### src/rtl/serial_subtractor_pkg.sv
// Shared types for the bit-serial subtractor: FSM state encoding and default operand width.
package serial_subtractor_pkg;

  localparam int DEFAULT_WIDTH = 8;

  typedef enum logic [1:0] {
    IDLE = 2'b00,
    RUN  = 2'b01,
    DONE = 2'b10
  } state_t;

endpackage

### src/rtl/full_subtractor.sv
// One-bit full subtractor (a - b - bin); purely combinational, zero latency, no flow control.
module full_subtractor (
  input  logic a,
  input  logic b,
  input  logic bin,
  output logic d,
  output logic bout
);

  assign d    = a ^ b ^ bin;
  assign bout = (~a & b) | (~(a ^ b) & bin);

endmodule

### src/rtl/serial_subtractor.sv
// Bit-serial A - B, LSB first, one bit per clock; valid appears WIDTH cycles after the start edge.
// Result is held with valid until ack; start is ignored while busy, so jobs never queue.
module serial_subtractor
  import serial_subtractor_pkg::*;
#(
  parameter int WIDTH = DEFAULT_WIDTH
) (
  input  logic             clk,
  input  logic             rst,
  input  logic             start,
  input  logic [WIDTH-1:0] a_in,
  input  logic [WIDTH-1:0] b_in,
  output logic             busy,
  output logic [WIDTH-1:0] diff_out,
  output logic             borrow_out,
  output logic             valid,
  input  logic             ack
);

  localparam int CW = (WIDTH > 1) ? $clog2(WIDTH) : 1;
  localparam logic [CW-1:0] LAST = CW'(WIDTH - 1);

  state_t           state, state_nxt;
  logic [WIDTH-1:0] a_sh, b_sh, diff_r;
  logic             borrow_r;
  logic [CW-1:0]    cnt;
  logic             load, step;
  logic             bit_d, bit_bout;

  full_subtractor u_fs (
    .a    (a_sh[0]),
    .b    (b_sh[0]),
    .bin  (borrow_r),
    .d    (bit_d),
    .bout (bit_bout)
  );

  always_ff @(posedge clk or posedge rst) begin
    if (rst) state <= IDLE;
    else     state <= state_nxt;
  end

  always_comb begin
    state_nxt = state;
    load      = 1'b0;
    step      = 1'b0;
    case (state)
      IDLE: begin
        if (start) begin
          state_nxt = RUN;
          load      = 1'b1;
        end
      end
      RUN: begin
        step = 1'b1;
        if (cnt == LAST) state_nxt = DONE;
      end
      DONE: begin
        // ack wins over a simultaneous start; the next job needs a fresh start in IDLE
        if (ack) state_nxt = IDLE;
      end
      default: state_nxt = IDLE;
    endcase
  end

  always_ff @(posedge clk or posedge rst) begin
    if (rst) begin
      a_sh     <= '0;
      b_sh     <= '0;
      diff_r   <= '0;
      borrow_r <= 1'b0;
      cnt      <= '0;
    end else if (load) begin
      a_sh     <= a_in;
      b_sh     <= b_in;
      diff_r   <= '0;
      borrow_r <= 1'b0;
      cnt      <= '0;
    end else if (step) begin
      a_sh     <= {1'b0, a_sh[WIDTH-1:1]};
      b_sh     <= {1'b0, b_sh[WIDTH-1:1]};
      diff_r   <= {bit_d, diff_r[WIDTH-1:1]};
      borrow_r <= bit_bout;
      cnt      <= cnt + 1'b1;
    end
  end

  assign busy       = (state != IDLE);
  assign valid      = (state == DONE);
  assign diff_out   = diff_r;
  assign borrow_out = borrow_r;

endmodule

### config.mk
export PLATFORM = sky130hd
export DESIGN_NAME = serial_subtractor
export DESIGN_NICKNAME = d
export VERILOG_FILES = /design/src/rtl/serial_subtractor_pkg.sv /design/src/rtl/full_subtractor.sv /design/src/rtl/serial_subtractor.sv
export SDC_FILE = /design/constraint.sdc
export NUM_CORES = 1
export LEC_CHECK = 0
export ABC_AREA = 1
export CORE_ASPECT_RATIO = 1.75
export CORE_UTILIZATION = 25
export CTS_BUF_LIST = sky130_fd_sc_hd__clkbuf_4 sky130_fd_sc_hd__clkbuf_8
export DETAILED_ROUTE_END_ITERATION = 7
export GPL_TIMING_DRIVEN = 0
export HOLD_SLACK_MARGIN = 0.15
export PLACE_DENSITY = 0.57
export RECOVER_POWER = 50
export SYNTH_ARGS = -nofsm -noshare
export SYNTH_HDL_FRONTEND = slang
export SYNTH_SLANG_ARGS = --single-unit
### constraint.sdc
create_clock -name clk -period 0.99 [get_ports clk]
set_input_delay 0.198 -clock clk [delete_from_list [all_inputs] [get_ports clk]]
set_output_delay 0.198 -clock clk [all_outputs]
set_load 0.03 [all_outputs]
### Yosys cells after proc, flatten, opt, wreduce, memory -nomap -nowiden

Cells that the tools add are included.

* $add $sub $neg: 1
* multiply operators: 0
* div/mod/pow operators: 0
* order comparisons: 0
* equality and inequality tests: 6
* shifts and indexed selects: 0
* muxes and demuxes: 17
* bitwise logic cells: 7
* reductions and logical operators: 4

Operator list (number)
* 8-bit two-way mux: 6
* 2-bit two-way mux: 3
* 3-bit two-way mux: 2
* 2-bit one-hot mux with 3 select lines: 1
* 1-bit two-way mux: 5
* 2-bit != test (second input constant): 2
* 2-bit nonzero test: 2
* 3-bit by 1-bit adder with 3-bit output (second input constant): 1
* 3-bit == test (second input constant): 1
* 3-bit AND reduction: 1
* 1-bit AND: 2
* 2-bit by 1-bit == test with 1-bit output (second input constant): 1
* 2-bit == test (second input constant): 1
* 2-bit logical NOT: 1
* 2-bit by 1-bit != test with 1-bit output (second input constant): 1
* 1-bit NOT: 2
* 1-bit XOR: 2
* 1-bit bitwise OR: 1

* bits in registers: 30
* latch bits: 0
* bits in writable memories: 0
* ROM bits: 0
* input bits: 20
* output and inout bits: 11
* word-level logic and storage cells: 41
* memories kept: 0

### Depth between registers and ports, before layout

* word-level depth: 6
* depth in mapped cells: 6
* depth with buffers taken out: 5

### By module

From an unflattened synthesis, not the netlist that was laid out.

* cell total of the unflattened synthesis: 153
* area, all modules: 1327.5 um2

Modules (own cells, without submodules)
* serial_subtractor: times used 1, cells each 149, area each 1296.2 um2, seq. area each 750.7 um2
* full_subtractor: times used 1, cells each 4, area each 31.3 um2, seq. area each 0.0 um2

### Worst setup path before layout

No wires, ideal clock.

* path type: register -> register
* start: register borrow_r (netlist: borrow_out)
* end: register diff_r[7] (netlist: diff_out[7])
* library setup time: 0.118 ns
* arrival: 1.184 ns
* data required time: 0.872 ns
* setup slack: -0.311 ns
* stages on the path, launching flop included: 5
* buffers on the path: 0
* clock period less this slack: 1.301 ns
* cell sequence: dfrtp_1 -> inv_1 -> fa_1 -> nand2_1 -> nand2_1

* cells in the longest elaborated chain, start to end: 3

RTL lines
* start, declared: line serial_subtractor.sv:25 `logic borrow_r;`
* start signal, assigned: line serial_subtractor.sv:83 `borrow_r <= bit_bout;`
* 1-bit XOR: line full_subtractor.sv:10 `assign d = a ^ b ^ bin;`
* 8-bit two-way mux: line serial_subtractor.sv:79 `end else if (step) begin`
* 8-bit two-way mux: line serial_subtractor.sv:73 `end else if (load) begin`
* end signal, assigned: line serial_subtractor.sv:82 `diff_r <= {bit_d, diff_r[WIDTH-1:1]};`
* end, declared: line serial_subtractor.sv:24 `logic [WIDTH-1:0] a_sh, b_sh, diff_r;`

Every way passes these cells. The select of a mux whose other input is x is not followed.
A chain may end at the register's enable or synchronous reset.

### Worst setup path after layout

* start: register state[1]
* end: output port busy

* cells in the longest elaborated chain, start to end: 1

RTL lines
* start, declared: line serial_subtractor.sv:23 `state_t state, state_nxt;`
* start signal, assigned: line serial_subtractor.sv:40 `else state <= state_nxt;`
* 2-bit nonzero test: line serial_subtractor.sv:88 `assign busy = (state != IDLE);`
* end, declared: line serial_subtractor.sv:13 `output logic busy,`

Every way passes these cells.

==> results.sh <==
export IMPL_outcome="complete, but fails checks"
export IMPL_violations="design-rule violations, negative setup slack"
export IMPL_fp_dieArea_mm2=0.00568
export IMPL_clkSinkCount=30
export IMPL_min_path_type="in -> reg"
export IMPL_period_needed_ns=1.31
export IMPL_cts_hold_buf=0
export IMPL_crit_type="reg -> out"
export IMPL_start_util=0.258
export IMPL_dp_hpwl_um=2080
export IMPL_vias_per_cell=4.46
export IMPL_grt_max_degree=31
export IMPL_slowest_stage="dfrtp_1"
export IMPL_fin_util=0.397
export IMPL_cp_arrival_ns=1.11
export IMPL_drive_above_1_share=0.287
export IMPL_die_w_um=57.4
export IMPL_finalCritPeriodShare=1.33
export IMPL_endpoint_kind="output port"
export IMPL_drc=3
export IMPL_netlist_area_mm2=0.00134
export IMPL_crit_cells=4
export IMPL_routedWlPerCell_um=12.4
export IMPL_synth_top_area_share=0.559
export IMPL_slowest_delay_ns=0.41
export IMPL_power_mw=6.58
export IMPL_rows=35
export IMPL_synthCells=152
export IMPL_synth_simple_gate_area_frac=0.312
export IMPL_ant_nets=0
export IMPL_yosysTopAreaCell="dfrtp_1"
export IMPL_crit_family="flip-flops"
export IMPL_vias=1177
export IMPL_postPlaceCellArea_mm2=0.00173
export IMPL_synth_nets=175
export IMPL_overflow=0
export IMPL_die_h_um=99.0
export IMPL_clock_skew_ns=0.00603
export IMPL_clock_path_buffers=2
export IMPL_cts_tree="done"
export IMPL_first_global_vias=1191
export IMPL_max_slew_margin=0.574
export IMPL_setup_viol=41
export IMPL_setup_tns_final_ns=-8.18
export IMPL_synth_cell_types=13
export IMPL_ys_ff_latch=30
export IMPL_cap_violations=0
export IMPL_rr_worst_depth=7
export IMPL_reg2reg_slack_ns=-0.29
export IMPL_holdPathStages=3
export IMPL_crit_chain="nor2_4 > buf_8 > inv_6 > buf_6"
export IMPL_synth_xor_area_share=0
export IMPL_rsz0062_at_grt="yes"
export IMPL_core_area_mm2=0.00521
export IMPL_layout_nets=231
export IMPL_worst_pin_slew_ns=0.638
export IMPL_dr_first_iter_drc_count=28
export IMPL_pin_count=31
export IMPL_cts_max_level=2
export IMPL_fin_area_mm2=0.00207
export IMPL_path_clk_slew_ns=0.06
export IMPL_ys_seq_area_frac=0.559
export IMPL_muxShareOfSynthArea=0
export IMPL_synth_area_per_cell_um2=8.84
export IMPL_synthTopCellsByArea="dfrtp_1, nand2_1, nand3_1, buf_6, inv_1"
export IMPL_fmax_mhz=762
export IMPL_yosysWarnings=0
export IMPL_cp_required_ns=0.79
export IMPL_antenna_found_initial=0
export IMPL_synth_fa_ha_area_frac=0.0335
export IMPL_crit_buf_inv=3
export IMPL_io_buffers=29
export IMPL_final_max_slew_viol_count=0
export IMPL_syn2layout_area_growth_pct=53.8
export IMPL_grt_pass1_wl_um=5550
export IMPL_worst_setup_path_start_kind="flop"
export IMPL_pre_cts_slack_ns=-0.687
export IMPL_dr_pass1_iters=6
export IMPL_ir_worst_vdd_v=0.00130
export IMPL_diodes=0
export IMPL_numCtsBuffers=5
export IMPL_report_final_hold_viol_count=0
export IMPL_routed_wl_um=3290
export IMPL_grt_usage=0.132
export IMPL_crit_path_max_fanout=2
export IMPL_synth_compound_area_frac=0.0270
export IMPL_fin_ws_ns=-0.323
export IMPL_p_per_area_mw_per_mm2=3190
export IMPL_globalplace_congestion=0.690
export IMPL_cts_root_buf="clkbuf_8"
export IMPL_synth_top_family_by_area="simple AND/OR/NAND/NOR gates"
export IMPL_insertion_delay_ns=0.28
export IMPL_leakagePower_nw=1.03
==> worst min-delay path: stages <==
cell and delay [ns]:
buf_2 0.16, nand3_1 0.10, nand3_1 0.07
==> sequential cells by signal, summed over array words and instances, names as in the netlist <==
signal      flops
a_sh            8
cnt             3
state           2
b_sh            8
diff_out        8
borrow_out      1
==> power breakdown <==
part           total, mW  switching (mW)  internal (mW)
sequential          2.07           0.338           1.74
combinational       3.21            1.64           1.58
clock               1.30           0.450          0.847
==> metal layers <==
layer / GRT usage / wire (um) / vias up
met4: 0.0844 / 93 / 0
li1: - / - / 594
met2: 0.225 / 1740 / 28
met3: 0.0289 / 129 / 5
met1: 0.144 / 1320 / 550
met5: 0 / 0 / -
==> area by class of cell <==
cell class | instances | area [um2]
repair buffers | 49 | 480
clock inverters | 1 | 30.0
fillers | 517 | 3140
clock buffers | 7 | 90.1
inverters | 8 | 46.3
plain buffers | 7 | 70.1
flip-flops and latches | 30 | 753
well taps | 55 | 68.8
multi-input cells | 107 | 528
==> placed cells by master (no fill, tap or decap), types with 2 or more instances in the layout <==
cell              n
o21ai_1           4
buf_2             2
buf_4            13
clkbuf_8          6
dfrtp_2           2
inv_1             3
nand2_1          66
nand3_1          29
buf_6            22
clkdlybuf4s50_1  17
inv_6             2
dfrtp_1          28
==> logic make-up after synthesis <==
group,count (synthesis)
AOI/OAI and AO/OA,5
adders and majority gates,3
buffers and inverters,15
DFF,30
and+or+nand+nor,99
==> through the flow <==
step                hold WS, ns  std cells
floorplan                 0.289        152
global placement          0.460        236
detailed placement        0.465        236
CTS                       0.301        263
global route              0.338        264
finish                    0.299        264
==> cells in the mapped netlist (all sizes together) <==
library cell  number
buf                7
dfrtp             30
fa                 1
ha                 2
inv                8
nand2             68
nand3             30
nor2               1
o21ai              5
==> path summary, 6_finish.rpt <==
kind	endpoint	from
setup / recovery	busy	state[1]$_DFFE_PP0P_
hold / removal	a_sh[3]$_DFFE_PP0P_	start
setup reg to reg	a_sh[1]$_DFFE_PP0P_	state[1]$_DFFE_PP0P_
hold reg to reg	a_sh[7]$_DFFE_PP0P_	a_sh[7]$_DFFE_PP0P_
max in group asynchronous	state[0]$_DFFE_PP0P_	rst
min in group asynchronous	diff_out[3]$_DFFE_PP0P_	rst
==> repair_timing <==
| action | CTS | global route |
|---|---|---|
| cloned | 4 | 0 |
| buffers inserted | 15 | 1 |
| resized for setup | 96 | 1 |
| endpoints found under the setup margin | 66 | 41 |
| pin swaps | 2 | 0 |
Power figures use the tool's default switching activity.
